===== src/rtl/riscv_pipe_pkg.sv =====
// Shared pipeline constants: datapath widths, forward selects, ALU codes
// and the ID/EX register bundle.
package riscv_pipe_pkg;

   localparam int XLEN      = 32;
   localparam int REG_AW    = 5;
   localparam int ALUCTRL_W = 4;

   // Operand source chosen by the forwarding logic.
   typedef enum logic [1:0] {
      FWD_RF  = 2'b00,
      FWD_WB  = 2'b01,
      FWD_MEM = 2'b10
   } fwd_sel_e;

   // ALU operation codes carried through the pipeline.
   localparam logic [ALUCTRL_W-1:0] ALU_AND = 4'b0000;
   localparam logic [ALUCTRL_W-1:0] ALU_OR  = 4'b0001;
   localparam logic [ALUCTRL_W-1:0] ALU_ADD = 4'b0010;
   localparam logic [ALUCTRL_W-1:0] ALU_SUB = 4'b0110;
   localparam logic [ALUCTRL_W-1:0] ALU_SLT = 4'b0111;
   localparam logic [ALUCTRL_W-1:0] ALU_NOR = 4'b1100;

   // Everything the ID/EX register captures from decode.
   typedef struct packed {
      logic                 valid;
      logic                 reg_write;
      logic                 mem_read;
      logic                 mem_write;
      logic                 alu_src;
      logic [ALUCTRL_W-1:0] alu_ctrl;
      logic [XLEN-1:0]      pc;
      logic [XLEN-1:0]      rd1;
      logic [XLEN-1:0]      rd2;
      logic [XLEN-1:0]      imm;
      logic [REG_AW-1:0]    rs1;
      logic [REG_AW-1:0]    rs2;
      logic [REG_AW-1:0]    rd;
   } id_ex_t;

   localparam int ID_EX_W = $bits(id_ex_t);

   // MEM has the younger result, so it beats WB; x0 is never forwarded.
   function automatic fwd_sel_e fwd_select(
      input logic              valid_e,
      input logic [REG_AW-1:0] rs_e,
      input logic [REG_AW-1:0] rd_m,
      input logic              reg_write_m,
      input logic [REG_AW-1:0] rd_w,
      input logic              reg_write_w
   );
      if (!valid_e)                                          return FWD_RF;
      else if (reg_write_m && rd_m != '0 && rd_m == rs_e)    return FWD_MEM;
      else if (reg_write_w && rd_w != '0 && rd_w == rs_e)    return FWD_WB;
      else                                                   return FWD_RF;
   endfunction

endpackage


===== src/rtl/id_ex_stage_if.sv =====
// Decode, forward-source and execute-side signals of the ID/EX stage.
// The slave modport is the stage itself; master is its environment.
interface id_ex_stage_if;
   import riscv_pipe_pkg::*;

   logic                 i_valid_d;
   logic                 i_stall;
   logic                 i_flush;
   logic [XLEN-1:0]      i_pc_d;
   logic [XLEN-1:0]      i_rd1_d;
   logic [XLEN-1:0]      i_rd2_d;
   logic [XLEN-1:0]      i_imm_d;
   logic [REG_AW-1:0]    i_rs1_d;
   logic [REG_AW-1:0]    i_rs2_d;
   logic [REG_AW-1:0]    i_rd_d;
   logic [ALUCTRL_W-1:0] i_alu_ctrl_d;
   logic                 i_alu_src_d;
   logic                 i_reg_write_d;
   logic                 i_mem_read_d;
   logic                 i_mem_write_d;
   logic [REG_AW-1:0]    i_rd_m;
   logic                 i_reg_write_m;
   logic [XLEN-1:0]      i_alu_result_m;
   logic [REG_AW-1:0]    i_rd_w;
   logic                 i_reg_write_w;
   logic [XLEN-1:0]      i_result_w;

   logic [XLEN-1:0]      o_A_e;
   logic [XLEN-1:0]      o_B_e;
   logic [XLEN-1:0]      o_write_data_e;
   logic [ALUCTRL_W-1:0] o_alu_ctrl_e;
   logic [XLEN-1:0]      o_pc_e;
   logic [XLEN-1:0]      o_imm_e;
   logic [REG_AW-1:0]    o_rd_e;
   logic                 o_valid_e;
   logic                 o_reg_write_e;
   logic                 o_mem_read_e;
   logic                 o_mem_write_e;
   logic [1:0]           o_fwd_a_e;
   logic [1:0]           o_fwd_b_e;
   logic                 o_stall_fd;

   modport slave (
      input  i_valid_d, i_stall, i_flush, i_pc_d, i_rd1_d, i_rd2_d, i_imm_d,
             i_rs1_d, i_rs2_d, i_rd_d, i_alu_ctrl_d, i_alu_src_d,
             i_reg_write_d, i_mem_read_d, i_mem_write_d,
             i_rd_m, i_reg_write_m, i_alu_result_m,
             i_rd_w, i_reg_write_w, i_result_w,
      output o_A_e, o_B_e, o_write_data_e, o_alu_ctrl_e, o_pc_e, o_imm_e,
             o_rd_e, o_valid_e, o_reg_write_e, o_mem_read_e, o_mem_write_e,
             o_fwd_a_e, o_fwd_b_e, o_stall_fd
   );

   modport master (
      output i_valid_d, i_stall, i_flush, i_pc_d, i_rd1_d, i_rd2_d, i_imm_d,
             i_rs1_d, i_rs2_d, i_rd_d, i_alu_ctrl_d, i_alu_src_d,
             i_reg_write_d, i_mem_read_d, i_mem_write_d,
             i_rd_m, i_reg_write_m, i_alu_result_m,
             i_rd_w, i_reg_write_w, i_result_w,
      input  o_A_e, o_B_e, o_write_data_e, o_alu_ctrl_e, o_pc_e, o_imm_e,
             o_rd_e, o_valid_e, o_reg_write_e, o_mem_read_e, o_mem_write_e,
             o_fwd_a_e, o_fwd_b_e, o_stall_fd
   );

endinterface


===== src/rtl/id_ex_stage_forward_unit.sv =====
// Forward-select generation for both ALU operands of the EX instruction.
module forward_unit
   import riscv_pipe_pkg::*;
(
   input  logic              valid_e,
   input  logic [REG_AW-1:0] rs1_e,
   input  logic [REG_AW-1:0] rs2_e,
   input  logic [REG_AW-1:0] rd_m,
   input  logic              reg_write_m,
   input  logic [REG_AW-1:0] rd_w,
   input  logic              reg_write_w,
   output fwd_sel_e          fwd_a,
   output fwd_sel_e          fwd_b
);

   assign fwd_a = fwd_select(valid_e, rs1_e, rd_m, reg_write_m, rd_w, reg_write_w);
   assign fwd_b = fwd_select(valid_e, rs2_e, rd_m, reg_write_m, rd_w, reg_write_w);

endmodule


===== src/rtl/id_ex_stage.sv =====
// ID/EX pipeline register with load-use bubble insertion and MEM/WB
// operand forwarding feeding the ALU.
module id_ex_stage
   import riscv_pipe_pkg::*;
(
   input  logic        i_clk,
   input  logic        i_rst,
   id_ex_stage_if.slave bus
);

   id_ex_t   ex_q;
   id_ex_t   ex_load;
   fwd_sel_e fwd_a;
   fwd_sel_e fwd_b;
   logic     load_use;
   logic [XLEN-1:0] opnd_a;
   logic [XLEN-1:0] opnd_b;

   // Load-use hazard: the EX load's destination is read by the decode slot.
   assign load_use = bus.i_valid_d && ex_q.valid && ex_q.mem_read && ex_q.rd != '0 &&
                     (ex_q.rd == bus.i_rs1_d || ex_q.rd == bus.i_rs2_d);
   assign bus.o_stall_fd = !bus.i_flush && load_use;

   // Decode fields as they would be captured; a non-instruction slot never writes.
   always_comb begin
      // NOTE: give every always_comb target a default first so no path can infer a latch.
      ex_load           = '0;
      ex_load.valid     = bus.i_valid_d;
      ex_load.reg_write = bus.i_valid_d && bus.i_reg_write_d;
      ex_load.mem_read  = bus.i_valid_d && bus.i_mem_read_d;
      ex_load.mem_write = bus.i_valid_d && bus.i_mem_write_d;
      ex_load.alu_src   = bus.i_alu_src_d;
      ex_load.alu_ctrl  = bus.i_alu_ctrl_d;
      ex_load.pc        = bus.i_pc_d;
      ex_load.rd1       = bus.i_rd1_d;
      ex_load.rd2       = bus.i_rd2_d;
      ex_load.imm       = bus.i_imm_d;
      ex_load.rs1       = bus.i_rs1_d;
      ex_load.rs2       = bus.i_rs2_d;
      ex_load.rd        = bus.i_rd_d;
   end

   // EX register: flush beats stall beats load-use bubble beats normal load.
   always_ff @(posedge i_clk or posedge i_rst) begin
      // NOTE: state registers use non-blocking assignments and clear on the async reset edge.
      if (i_rst)             ex_q <= '0;
      else if (bus.i_flush)  ex_q <= '0;
      else if (bus.i_stall)  ex_q <= ex_q;
      else if (load_use)     ex_q <= '0;
      else                   ex_q <= ex_load;
   end

   forward_unit u_forward_unit (
      .valid_e     (ex_q.valid),
      .rs1_e       (ex_q.rs1),
      .rs2_e       (ex_q.rs2),
      .rd_m        (bus.i_rd_m),
      .reg_write_m (bus.i_reg_write_m),
      .rd_w        (bus.i_rd_w),
      .reg_write_w (bus.i_reg_write_w),
      .fwd_a       (fwd_a),
      .fwd_b       (fwd_b)
   );

   // Operand muxes driven by the forward selects.
   always_comb begin
      opnd_a = ex_q.rd1;
      opnd_b = ex_q.rd2;
      case (fwd_a)
         FWD_MEM: opnd_a = bus.i_alu_result_m;
         FWD_WB:  opnd_a = bus.i_result_w;
         default: opnd_a = ex_q.rd1;
      endcase
      case (fwd_b)
         FWD_MEM: opnd_b = bus.i_alu_result_m;
         FWD_WB:  opnd_b = bus.i_result_w;
         default: opnd_b = ex_q.rd2;
      endcase
   end

   assign bus.o_A_e          = opnd_a;
   assign bus.o_B_e          = ex_q.alu_src ? ex_q.imm : opnd_b;
   assign bus.o_write_data_e = opnd_b;
   assign bus.o_alu_ctrl_e   = ex_q.alu_ctrl;
   assign bus.o_pc_e         = ex_q.pc;
   assign bus.o_imm_e        = ex_q.imm;
   assign bus.o_rd_e         = ex_q.rd;
   assign bus.o_valid_e      = ex_q.valid;
   assign bus.o_reg_write_e  = ex_q.reg_write;
   assign bus.o_mem_read_e   = ex_q.mem_read;
   assign bus.o_mem_write_e  = ex_q.mem_write;
   assign bus.o_fwd_a_e      = fwd_a;
   assign bus.o_fwd_b_e      = fwd_b;

endmodule


===== src/flat_wrapper.sv =====
// flat-port wrapper written by rule: the top's interface ports become plain ports
module id_ex_stage_flat import riscv_pipe_pkg::*;
  (i_clk, i_rst, bus_i_valid_d, bus_i_stall, bus_i_flush, bus_i_pc_d, bus_i_rd1_d, bus_i_rd2_d, bus_i_imm_d, bus_i_rs1_d, bus_i_rs2_d, bus_i_rd_d, bus_i_alu_ctrl_d, bus_i_alu_src_d, bus_i_reg_write_d, bus_i_mem_read_d, bus_i_mem_write_d, bus_i_rd_m, bus_i_reg_write_m, bus_i_alu_result_m, bus_i_rd_w, bus_i_reg_write_w, bus_i_result_w, bus_o_A_e, bus_o_B_e, bus_o_write_data_e, bus_o_alu_ctrl_e, bus_o_pc_e, bus_o_imm_e, bus_o_rd_e, bus_o_valid_e, bus_o_reg_write_e, bus_o_mem_read_e, bus_o_mem_write_e, bus_o_fwd_a_e, bus_o_fwd_b_e, bus_o_stall_fd);
  id_ex_stage_if bus_i ();
  input  logic i_clk;
  input  logic i_rst;
  input wire logic [$bits(bus_i.i_valid_d)-1:0] bus_i_valid_d;
  input wire logic [$bits(bus_i.i_stall)-1:0] bus_i_stall;
  input wire logic [$bits(bus_i.i_flush)-1:0] bus_i_flush;
  input wire logic [$bits(bus_i.i_pc_d)-1:0] bus_i_pc_d;
  input wire logic [$bits(bus_i.i_rd1_d)-1:0] bus_i_rd1_d;
  input wire logic [$bits(bus_i.i_rd2_d)-1:0] bus_i_rd2_d;
  input wire logic [$bits(bus_i.i_imm_d)-1:0] bus_i_imm_d;
  input wire logic [$bits(bus_i.i_rs1_d)-1:0] bus_i_rs1_d;
  input wire logic [$bits(bus_i.i_rs2_d)-1:0] bus_i_rs2_d;
  input wire logic [$bits(bus_i.i_rd_d)-1:0] bus_i_rd_d;
  input wire logic [$bits(bus_i.i_alu_ctrl_d)-1:0] bus_i_alu_ctrl_d;
  input wire logic [$bits(bus_i.i_alu_src_d)-1:0] bus_i_alu_src_d;
  input wire logic [$bits(bus_i.i_reg_write_d)-1:0] bus_i_reg_write_d;
  input wire logic [$bits(bus_i.i_mem_read_d)-1:0] bus_i_mem_read_d;
  input wire logic [$bits(bus_i.i_mem_write_d)-1:0] bus_i_mem_write_d;
  input wire logic [$bits(bus_i.i_rd_m)-1:0] bus_i_rd_m;
  input wire logic [$bits(bus_i.i_reg_write_m)-1:0] bus_i_reg_write_m;
  input wire logic [$bits(bus_i.i_alu_result_m)-1:0] bus_i_alu_result_m;
  input wire logic [$bits(bus_i.i_rd_w)-1:0] bus_i_rd_w;
  input wire logic [$bits(bus_i.i_reg_write_w)-1:0] bus_i_reg_write_w;
  input wire logic [$bits(bus_i.i_result_w)-1:0] bus_i_result_w;
  output wire logic [$bits(bus_i.o_A_e)-1:0] bus_o_A_e;
  output wire logic [$bits(bus_i.o_B_e)-1:0] bus_o_B_e;
  output wire logic [$bits(bus_i.o_write_data_e)-1:0] bus_o_write_data_e;
  output wire logic [$bits(bus_i.o_alu_ctrl_e)-1:0] bus_o_alu_ctrl_e;
  output wire logic [$bits(bus_i.o_pc_e)-1:0] bus_o_pc_e;
  output wire logic [$bits(bus_i.o_imm_e)-1:0] bus_o_imm_e;
  output wire logic [$bits(bus_i.o_rd_e)-1:0] bus_o_rd_e;
  output wire logic [$bits(bus_i.o_valid_e)-1:0] bus_o_valid_e;
  output wire logic [$bits(bus_i.o_reg_write_e)-1:0] bus_o_reg_write_e;
  output wire logic [$bits(bus_i.o_mem_read_e)-1:0] bus_o_mem_read_e;
  output wire logic [$bits(bus_i.o_mem_write_e)-1:0] bus_o_mem_write_e;
  output wire logic [$bits(bus_i.o_fwd_a_e)-1:0] bus_o_fwd_a_e;
  output wire logic [$bits(bus_i.o_fwd_b_e)-1:0] bus_o_fwd_b_e;
  output wire logic [$bits(bus_i.o_stall_fd)-1:0] bus_o_stall_fd;
  assign bus_i.i_valid_d = bus_i_valid_d;
  assign bus_i.i_stall = bus_i_stall;
  assign bus_i.i_flush = bus_i_flush;
  assign bus_i.i_pc_d = bus_i_pc_d;
  assign bus_i.i_rd1_d = bus_i_rd1_d;
  assign bus_i.i_rd2_d = bus_i_rd2_d;
  assign bus_i.i_imm_d = bus_i_imm_d;
  assign bus_i.i_rs1_d = bus_i_rs1_d;
  assign bus_i.i_rs2_d = bus_i_rs2_d;
  assign bus_i.i_rd_d = bus_i_rd_d;
  assign bus_i.i_alu_ctrl_d = bus_i_alu_ctrl_d;
  assign bus_i.i_alu_src_d = bus_i_alu_src_d;
  assign bus_i.i_reg_write_d = bus_i_reg_write_d;
  assign bus_i.i_mem_read_d = bus_i_mem_read_d;
  assign bus_i.i_mem_write_d = bus_i_mem_write_d;
  assign bus_i.i_rd_m = bus_i_rd_m;
  assign bus_i.i_reg_write_m = bus_i_reg_write_m;
  assign bus_i.i_alu_result_m = bus_i_alu_result_m;
  assign bus_i.i_rd_w = bus_i_rd_w;
  assign bus_i.i_reg_write_w = bus_i_reg_write_w;
  assign bus_i.i_result_w = bus_i_result_w;
  assign bus_o_A_e = bus_i.o_A_e;
  assign bus_o_B_e = bus_i.o_B_e;
  assign bus_o_write_data_e = bus_i.o_write_data_e;
  assign bus_o_alu_ctrl_e = bus_i.o_alu_ctrl_e;
  assign bus_o_pc_e = bus_i.o_pc_e;
  assign bus_o_imm_e = bus_i.o_imm_e;
  assign bus_o_rd_e = bus_i.o_rd_e;
  assign bus_o_valid_e = bus_i.o_valid_e;
  assign bus_o_reg_write_e = bus_i.o_reg_write_e;
  assign bus_o_mem_read_e = bus_i.o_mem_read_e;
  assign bus_o_mem_write_e = bus_i.o_mem_write_e;
  assign bus_o_fwd_a_e = bus_i.o_fwd_a_e;
  assign bus_o_fwd_b_e = bus_i.o_fwd_b_e;
  assign bus_o_stall_fd = bus_i.o_stall_fd;
  id_ex_stage u_core (.i_clk(i_clk), .i_rst(i_rst), .bus(bus_i));
endmodule

===== config.mk =====
export PLATFORM = sky130hd
export DESIGN_NAME = id_ex_stage_flat
export DESIGN_NICKNAME = d
export VERILOG_FILES = /design/src/rtl/riscv_pipe_pkg.sv /design/src/rtl/id_ex_stage_if.sv /design/src/rtl/id_ex_stage_forward_unit.sv /design/src/rtl/id_ex_stage.sv /design/src/flat_wrapper.sv
export SDC_FILE = /design/constraint.sdc
export NUM_CORES = 1
export LEC_CHECK = 0
export CORE_MARGIN = 5
export CORE_UTILIZATION = 45
export DETAILED_ROUTE_END_ITERATION = 8
export PLACE_DENSITY = 0.82
export SLEW_MARGIN = 10
export SYNTH_ARGS = -nofsm -noshare
export SYNTH_HDL_FRONTEND = slang
export SYNTH_SLANG_ARGS = --single-unit

===== constraint.sdc =====
create_clock -name i_clk -period 6.3 [get_ports i_clk]
set_input_delay 0.945 -clock i_clk [delete_from_list [all_inputs] [get_ports i_clk]]
set_output_delay 0.945 -clock i_clk [all_outputs]
set_load 0.02 [all_outputs]

==> impl_metrics.csv, run 1 <==
group,metric,value,unit
run_status,outcome,"complete, no violations",
drt,wire_per_inst,22.98,um
place,gp_congestion,0.9441,
layout,nFillCells,1833,
logic_synthesis,synth_compound_area_share,26.31,%
grt,grt_max_degree,149,
job,drv_cap,0,
timing,report.final.slew_viol_count,0,
cts,cts.repair.resized,0,
logic_synthesis,synthMuxAreaShare,3.538,%
critical_path,reg2reg_depth,6,
cts,tritoncts,"built",
logic_synthesis,synth_top_family_by_area,"compound AO/OA/AOI/OAI gates",
cts,cts_buffer_depth,2,
logic_synthesis,syn_avg_cell_area,9.431,sq um
critical_path,start_kind,"primary input",
critical_path,worst_setup_path_end_kind,"primary output",
logic_synthesis,synth_nets,1316,
logic_synthesis,synth-seq-cells,152,
layout,instances_no_fill,1646,
timing,fin_skew,0.01227,ns
timing,period_needed,6.075,ns
layout,drive_gt1_share,11.53,%
logic_synthesis,synth-xor-area-share,2.580,%
hold_path,min_path_type,"flop to flop",
critical_path,cp_data_arrival_time,5.13,ns
layout,mostFrequentLayoutCells,"clkdlybuf4s50_1, inv_1, dfrtp_1, nand3b_1, nand2_1",
layout,final_nets,1576,
floorplan,design.die.area,0.02574,sq mm
power_and_ir_drop,p_per_area,192.5,mW/mm^2
logic_synthesis,synthAdderAreaFrac,0.4913,%
timing,worst_pin_slew,1.184,ns
timing,rsz0062_at_grt,"no",
cts,cts_hold_buf,0,
grt,grt_overflow,0,
critical_path,worstSetupPathType,"primary input to primary output",
timing,fin_tns_setup,0,ns
critical_path,cp_data_required_time,5.35,ns
floorplan,start_util,45.40,%
grt,grt_use_total,28.23,%
power_and_ir_drop,total_power,2.769,mW
timing,maxSlewHeadroom,21.07,%
critical_path,rr_startpoint,"u_core.bus.o_rd_e[4]$_DFFE_PP0P_",
floorplan,die_y,160.5,um
hold_path,min_delay_path_depth,2,
cts,clock-root-buffer,"clkbuf_16",
floorplan,core.rowCount,55,
critical_path,regToRegEndpoint,"u_core.bus.o_imm_e[18]$_DFFE_PP0P_",
cts,cts_buffers,17,
logic_synthesis,ys_types,28,
logic_synthesis,synth_area,0.01019,sq mm
drt,ant_nets,0,
critical_path,crit_chain,"clkdlybuf4s50_1 > or4_1 > o21ai_0 > nor4_1 > nor4_1 > inv_1 > ha_1 > buf_4 > a22oi_1 > o21ai_0 > mux2_2 > clkdlybuf4s50_1",
grt,grt_pass1_wl,57.31,mm
place,placed_area,0.01378,sq mm
timing,period_share,96.43,%
hold_path,holdPathEnd,"u_core.bus.o_pc_e[10]$_DFFE_PP0P_",
power_and_ir_drop,peakVddDrop,0.0001897,V
critical_path,worstPathMaxFanout,26,
layout,final_cell_area,0.01439,sq mm
drt,vias_per_cell,5.791,
hold_path,hold_path.startpoint,"u_core.bus.o_pc_e[10]$_DFFE_PP0P_",
grt,grt_pass1_vias,9586,
grt,antenna_found_initial,7,
cts,cts.sinks,152,
drt,dr.first_iter.drc_count,1003,
drt,dr.pass1.iters,6,
floorplan,fp.dieW,160.5,um
place,dp.cells,1606,
logic_synthesis,syn_inst,1080,
place,hpwl,27.22,mm
logic_synthesis,yosys.area_share.simple,13.90,%
drt,routed_wl,37.83,mm
floorplan,pin_count,410,
power_and_ir_drop,power_leakage,6.151,nW
place,portBuffers,409,
layout,layout.area.seq,0.003804,sq mm
timing,fmax,0.1646,GHz
drt,drc,0,
cts,cts_setup_buffers,0,
critical_path,cpPeakStageDelay,0.60,ns
floorplan,core,0.02243,sq mm
cts,path_clk_slew,0.08,ns
cts,clkLatencyLatePin,0.43,ns
logic_synthesis,seq_area_frac_synth,37.34,%
critical_path,r2r_setup_slack,3.56,ns
timing,setup_viol,0,
drt,vias,9532,
layout,layout_commonest_cell,"clkdlybuf4s50_1",
layout,multi_input_area,0.004782,sq mm
layout,area_growth,41.25,%
cts,htree_levels,4,
logic_synthesis,yosys_warnings,0,
timing,hold_viol,0,
critical_path,cpMaxStageDelayCell,"ha_1",
==> power breakdown <==
part           internal, mW  switching (mW)  total, mW
Combinational         0.337           0.317      0.654
Sequential             1.03          0.0441       1.07
Clock                 0.537           0.505       1.04
==> routing by layer <==
layer | wire length, um | global-route usage [%] | vias up | share of wire (%)
li1 | - | - | 4313 | -
met1 | 15780 | 38.18 | 4642 | 42
met2 | 17420 | 43.25 | 479 | 46
met3 | 3041 | 6.877 | 94 | 8.0
met4 | 1561 | 12.12 | 4 | 4.1
met5 | 28 | 0 | - | 0.074
==> critical path: cells and delay by family <==
family                   cells  cell delay, ns
adder cells (fa/ha/maj)      1            0.60
buffers and inverters        4            1.47
AO/OA/AOI/OAI                3            0.58
multiplexers                 1            0.31
AND/OR/NAND/NOR              3            1.22
==> registers in the layout, indices dropped and copies added, names as in the netlist, 4 cells and up <==
signal,cells
u_core.bus.o_alu_ctrl_e,4
u_core.ex_q,75
u_core.bus.o_imm_e,32
u_core.bus.o_rd_e,5
u_core.bus.o_pc_e,32
==> kinds of logic after synthesis <==
kind of cell,count (synthesis)
flip-flops,152
multiplexers,32
AO/OA/AOI/OAI,284
XOR/XNOR,30
adder cells (fa/ha/maj),4
buffers and inverters,339
AND/OR/NAND/NOR,239
==> stage by stage <==
step / hold WS, ns / utilization (%) / setup slack (ns)
final: 0.4743 / 64.13 / 0.2252
after global routing: 0.5055 / 64.11 / 0.05428
after CTS: 0.4789 / 64.04 / 0.3185
after detailed placement: 0.4607 / 61.41 / 0.3358
after global placement: 0.4556 / 61.41 / 0.5472
after floorplan: 0.4445 / - / 1.077
==> worst max path at each step <==
| stage | start | to |
|---|---|---|
| floorplan | bus_i_rd_m[1] | bus_o_B_e[25] |
| detailed placement | bus_i_rd_m[1] | bus_o_B_e[18] |
| global placement | bus_i_rd_m[2] | bus_o_B_e[17] |
| global route | bus_i_rd_m[1] | bus_o_B_e[18] |
| CTS | bus_i_rd_m[1] | bus_o_B_e[18] |
| finish | bus_i_rd_m[1] | bus_o_B_e[18] |
==> cell usage after synthesis, drive strengths merged <==
cell	number	area, sq um
a21oi	1	8.760
a22oi	64	480.5
buf	86	663.1
clkbuf	98	367.9
dfrtp	152	3804
ha	4	50.05
inv	155	581.8
mux2	32	360.4
nand2	94	352.8
nand2b	1	6.260
nand3	6	30.03
nand3b	126	945.9
nor2b	2	12.51
nor3	2	10.01
nor4	4	25.02
o2111ai	1	8.760
o211ai	1	7.510
o21ai	66	330.3
o31ai	1	12.51
o41ai	150	1832
or4	3	22.52
or4bb	1	11.26
xnor2	20	175.2
xor2	10	87.58
==> layout make-up <==
cell class	count	share of cell area, %
Multi-Input combinational cell	589	33.24
Clock buffer	17	2.957
Sequential cell	152	26.44
Timing Repair Buffer	425	29.52
Clock inverter	15	1.148
Tap cell	285	2.478
Inverter	155	4.079
Antenna cell	8	0.1391
Power figures use the tool's default switching activity.
==> run 2, diff against run 1 <==
--- a/config.mk
+++ b/config.mk
@@ -5,6 +5,7 @@
 export SDC_FILE = /design/constraint.sdc
 export NUM_CORES = 1
 export LEC_CHECK = 0
+export CAP_MARGIN = 25
 export CORE_MARGIN = 5
 export CORE_UTILIZATION = 45
 export DETAILED_ROUTE_END_ITERATION = 8
==> run 2 against run 1 <==
Register-to-register slack about the same. Sequential share of layout area down 0.16 points. Global-route usage unchanged. Combinational power is 0.6% higher. Cell area rose by 0.63%. Critical endpoint is now bus_o_B_e[9].
==> impl_metrics.csv, run 2 (same netlist as run 1, synthesis figures left out) <==
group,metric,value,unit
critical_path,cp_data_arrival_time,4.98,ns
timing,report.final.slew_viol_count,0,
grt,grt_pass1_wl,57.31,mm
floorplan,fp.dieW,160.5,um
power_and_ir_drop,switchingPower,0.8648,mW
drt,ant_nets,0,
critical_path,r2r_setup_slack,3.57,ns
critical_path,start_kind,"primary input",
cts,htree_levels,4,
cts,path_clk_slew,0.07,ns
timing,maxSlewHeadroom,28.96,%
cts,cts_setup_buffers,0,
timing,rsz0062_at_grt,"no",
timing,whs,0.4752,ns
layout,layout_commonest_cell,"clkdlybuf4s50_1",
timing,fin_tns_setup,0,ns
timing,worst_pin_slew,1.066,ns
floorplan,core,0.02243,sq mm
power_and_ir_drop,total_power,2.772,mW
cts,cts.repair.resized,0,
critical_path,crit_family,"buffers and inverters",
layout,final_cell_area,0.01448,sq mm
drt,routed_wl,37.86,mm
timing,hold_viol,0,
layout,drive_gt1_share,11.79,%
drt,drc,0,
floorplan,design.die.area,0.02574,sq mm
power_and_ir_drop,p_per_area,191.5,mW/mm^2
layout,utilization,64.53,%
timing,fmax,0.1688,GHz
cts,cts_hold_buf,0,
place,gp_congestion,0.9441,
hold_path,min_delay_path_depth,2,
critical_path,worstPathMaxFanout,15,
critical_path,regToRegEndpoint,"u_core.ex_q[89]$_DFFE_PP0P_",
cts,cts.sinks,152,
hold_path,hold_path.startpoint,"u_core.bus.o_alu_ctrl_e[2]$_DFFE_PP0P_",
place,hpwl,27.22,mm
critical_path,worst_setup_path_end_kind,"primary output",
critical_path,cpMaxStageDelayCell,"clkdlybuf4s50_1",
critical_path,worstSetupPathType,"primary input to primary output",
timing,period_needed,5.923,ns
place,placed_area,0.01378,sq mm
critical_path,crit_chain,"clkdlybuf4s50_1 > or4_1 > o21ai_0 > nor4_1 > nor4_1 > ha_2 > buf_4 > a22oi_1 > o21ai_0 > mux2_2 > clkdlybuf4s50_1",
cts,clkLatencyLatePin,0.43,ns
critical_path,reg2reg_depth,6,
floorplan,die_y,160.5,um
layout,largest_reg_flops,75,
power_and_ir_drop,seqPwrFrac,38.7,%
cts,cts_buffers,17,
power_and_ir_drop,p_int,1.907,mW
timing,period_share,94.02,%
cts,clock-root-buffer,"clkbuf_16",
layout,final_nets,1580,
layout,mostFrequentLayoutCells,"clkdlybuf4s50_1, inv_1, dfrtp_1, nand3b_1, nand2_1",
critical_path,cpPeakStageDelay,0.60,ns
grt,grt_use_total,28.23,%
job,drv_cap,0,
grt,grt_max_degree,149,
run_status,outcome,"complete, no violations",
timing,fin_skew,0.01394,ns
critical_path,path_buf_inv,3,
power_and_ir_drop,peakVddDrop,0.0001913,V
power_and_ir_drop,pwr-share-clk,37.5,%
critical_path,rr_startpoint,"u_core.bus.o_rd_e[4]$_DFFE_PP0P_",
floorplan,pin_count,410,
floorplan,start_util,45.40,%
drt,vias_per_cell,5.807,
critical_path,cp-startpoint,"bus_i_rd_m[1]",
hold_path,min_path_type,"flop to flop",
grt,grt_overflow,0,
layout,area_growth,42.13,%
floorplan,core.rowCount,55,
layout,nFillCells,1820,
cts,cts_buffer_depth,2,
critical_path,path_depth,11,
power_and_ir_drop,combPwrFrac,23.7,%
drt,vias,9582,
layout,largest-register,"u_core.ex_q",
drt,dr.first_iter.drc_count,987,
grt,antenna_found_initial,7,
timing,setup_viol,0,
place,portBuffers,409,
hold_path,holdPathEnd,"u_core.bus.o_alu_ctrl_e[2]$_DFFE_PP0P_",
critical_path,cp_data_required_time,5.35,ns
grt,grt_pass1_vias,9586,
power_and_ir_drop,swShare,31.20,%
power_and_ir_drop,power_leakage,6.194,nW
drt,dr.pass1.iters,6,
cts,tritoncts,"built",
drt,wire_per_inst,22.95,um
-- run 2: cell types whose count changed in the layout (fill, tap and decap cells not counted) --
cell	delta
buf_12	+1
buf_16	+2
buf_8	+1
-- run 2: per-layer routing --
metal  vias up  GRT usage (%)  part of all wire (%)
li1       4321              -                     -
met1      4666          38.18                    41
met2       502          43.25                    46
met3        89          6.877                   8.4
met4         4          12.12                   3.9
met5         -              0                 0.074
-- run 2: worst min-delay path, delay by kind of cell, from the launching register on --
family           cells  cell delay (ns)
AND/OR/NAND/NOR      1             0.05
flip-flops           1             0.34
AO/OA/AOI/OAI        1             0.05
-- run 2: metrics by stage --
step / cells / setup slack (ns)
3_5_place_dp: 1606 / 0.3358
4_1_cts: 1638 / 0.3185
5_1_grt: 1648 / 0.2079
2_1_floorplan: 1080 / 1.077
3_3_place_gp: 1606 / 0.5472
6_report: 1650 / 0.3768
-- run 2: power groups by stage --
stage	Combinational [mW]	Sequential [mW]	Clock, mW
5_1_grt	0.699	1.08	1.10
2_1_floorplan	0.347	1.08	0
3_3_place_gp	0.645	1.09	0
4_1_cts	0.655	1.07	1.06
3_5_place_dp	0.652	1.09	0
6_report	0.658	1.07	1.04
-- run 2: cell type report --
type	instances	area (sq um)	area share, %
Multi-Input combinational cell	589	4782	33.03
Timing Repair Buffer	429	4338	29.96
Sequential cell	152	3804	26.27
Inverter	155	586.8	4.053
Clock buffer	17	425.4	2.938
Tap cell	285	356.6	2.463
Clock inverter	15	165.2	1.141
Antenna cell	8	20.02	0.1383
-- run 2: how the worst max path moves through the flow --
stage	end
finish	bus_o_B_e[9]
CTS	bus_o_B_e[18]
floorplan	bus_o_B_e[25]
detailed placement	bus_o_B_e[18]
global placement	bus_o_B_e[17]
global route	bus_o_B_e[11]
==> run 3, diff against run 2 <==
--- a/config.mk
+++ b/config.mk
@@ -9,7 +9,8 @@
 export CORE_MARGIN = 5
 export CORE_UTILIZATION = 45
 export DETAILED_ROUTE_END_ITERATION = 8
-export PLACE_DENSITY = 0.82
+export DONT_BUFFER_PORTS = 1
+export PLACE_DENSITY = 0.61
 export SLEW_MARGIN = 10
 export SYNTH_ARGS = -nofsm -noshare
 export SYNTH_HDL_FRONTEND = slang
==> constraint.sdc (replaced) <==
create_clock -name i_clk -period 5.2 [get_ports i_clk]
set_input_delay 0.78 -clock i_clk [delete_from_list [all_inputs] [get_ports i_clk]]
set_output_delay 0.78 -clock i_clk [all_outputs]
set_load 0.02 [all_outputs]
==> run 3 against run 2 <==
Utilization decreased by 17 points. Final cell count shrank 22%. Register-to-register slack worse by 0.91 ns. Count of clock-buffer cells in the layout unchanged. Global-route usage shrank 3.9 points. Combinational power shrank 45%. Highest routed layer is now met4.
==> impl_metrics.csv, run 3 (same netlist as run 1, synthesis figures left out) <==
group,metric,value,unit
critical_path,r2r_setup_slack,2.66,ns
drt,routed_wl,32.82,mm
critical_path,cp_data_required_time,4.42,ns
floorplan,start_util,45.40,%
timing,maxSlewHeadroom,36.89,%
power_and_ir_drop,total_power,2.977,mW
drt,drc,0,
floorplan,pin_count,410,
critical_path,cp_data_arrival_time,3.96,ns
cts,tritoncts,"built",
place,hpwl,22.96,mm
critical_path,path_buf_inv,0,
layout,area_growth,5.442,%
grt,grt_max_degree,280,
cts,htree_levels,4,
critical_path,cpMaxStageDelayCell,"ha_2",
timing,setup_ws,0.4611,ns
grt,antenna_found_initial,0,
cts,clock-root-buffer,"clkbuf_16",
drt,dr.first_iter.drc_count,841,
layout,drive_gt1_share,21.41,%
timing,setup_viol,0,
cts,cts.repair.resized,0,
drt,wire_per_inst,25.46,um
layout,final_nets,1227,
timing,whs,0.3195,ns
cts,cts.sinks,152,
critical_path,worstPathMaxFanout,32,
power_and_ir_drop,peakVddDrop,0.0001643,V
timing,fin_skew,0.01424,ns
cts,cts_buffers,17,
cts,cts_setup_buffers,0,
power_and_ir_drop,p_per_area,277.2,mW/mm^2
drt,ant_nets,0,
place,post-place-ws,0.4234,ns
layout,n_antenna_cell,0,
cts,clkLatencyLatePin,0.43,ns
drt,vias_per_cell,6.131,
layout,largest-register,"u_core.ex_q",
timing,fmax,0.2110,GHz
layout,nFillCells,2122,
floorplan,core,0.02243,sq mm
grt,grt_pass1_wl,49.30,mm
critical_path,crit_family,"simple AND/OR/NAND/NOR gates",
power_and_ir_drop,power_leakage,4.926,nW
critical_path,start_kind,"primary input",
timing,fin_tns_setup,0,ns
floorplan,die_y,160.5,um
floorplan,core.rowCount,55,
critical_path,cpPeakStageDelay,0.76,ns
timing,period_share,91.13,%
cts,cts_hold_buf,0,
critical_path,worstSetupPathType,"primary input to primary output",
layout,layout_commonest_cell,"inv_1",
hold_path,min_path_type,"primary input to asynchronous set/reset pin",
floorplan,fp.dieW,160.5,um
place,gp_congestion,0.9396,
critical_path,crit_chain,"or4_1 > o21ai_0 > nor4_1 > nor4_1 > ha_2 > a22oi_1 > o21ai_0 > mux2_2",
layout,mostFrequentLayoutCells,"inv_1, dfrtp_1, nand3b_1, nand2_1, o41ai_1",
grt,grt_use_total,24.37,%
timing,rsz0062_at_grt,"no",
timing,report.final.slew_viol_count,0,
timing,hold_viol,0,
cts,cts_buffer_depth,2,
cts,path_clk_slew,0.07,ns
layout,final_cell_area,0.01074,sq mm
job,drv_cap,0,
place,portBuffers,0,
drt,vias,7903,
drt,dr.pass1.iters,6,
timing,worst_pin_slew,0.9467,ns
critical_path,worst_setup_path_end_kind,"primary output",
place,placed_area,0.01011,sq mm
timing,period_needed,4.739,ns
run_status,outcome,"complete, no violations",
floorplan,design.die.area,0.02574,sq mm
grt,grt_pass1_vias,7672,
layout,largest_reg_flops,75,
grt,grt_overflow,0,
-- run 3: cell count changes in the layout (fill, tap and decap cells not counted), moves of 2 or more --
cell             change
inv_8                -3
clkinv_4             +2
diode_2              -8
clkdlybuf4s50_1    -407
buf_4               +59
buf_16               -2
clkinv_8             +3
inv_6                -2
-- run 3: path summary, 6_finish.rpt --
| check | from | endpoint | cells past startpoint |
|---|---|---|---|
| worst max register to register | u_core.bus.o_rd_e[2]$_DFFE_PP0P_ | u_core.bus.o_imm_e[15]$_DFFE_PP0P_ | 6 |
| worst min register to register | u_core.ex_q[110]$_DFFE_PP0P_ | u_core.ex_q[110]$_DFFE_PP0P_ | 2 |
| worst min-delay path | i_rst | u_core.bus.o_pc_e[25]$_DFFE_PP0P_ | 1 |
| min in group i_clk | bus_i_flush | u_core.bus.o_pc_e[4]$_DFFE_PP0P_ | 1 |
| max in group asynchronous | i_rst | u_core.bus.o_imm_e[31]$_DFFE_PP0P_ | 2 |
| worst max-delay path | bus_i_rd_m[1] | bus_o_B_e[1] | 8 |
-- run 3: layout make-up --
cell class | count | area (sq um) | area share (%)
Multi-Input combinational cell | 589 | 4785 | 44.55
Sequential cell | 152 | 3804 | 35.41
Timing Repair Buffer | 76 | 603.1 | 5.615
Inverter | 155 | 586.8 | 5.464
Clock buffer | 17 | 425.4 | 3.961
Tap cell | 285 | 356.6 | 3.320
Clock inverter | 15 | 180.2 | 1.678
-- run 3: metal layers --
metal  track usage (%)  vias to the layer above  part of all wire (%)
li1                  -                     3601                     -
met1             33.92                     3864                    43
met2             35.78                      396                    45
met3             8.519                       42                   9.7
met4             7.352                        0                   2.2
met5                 0                        -                     0
-- run 3: stage by stage --
stage,util (%),instances
after floorplan,-,1080
after global placement,45.02,1255
after detailed placement,45.09,1256
after CTS,47.79,1288
after global routing,47.88,1289
final,47.88,1289
-- run 3: power breakdown --
part / switching [mW] / leakage [nW] / internal (mW) / total, mW
sequential: 0.101 / 2.02 / 1.25 / 1.35
clock: 0.615 / 0.291 / 0.651 / 1.27
combinational: 0.202 / 2.61 / 0.162 / 0.364
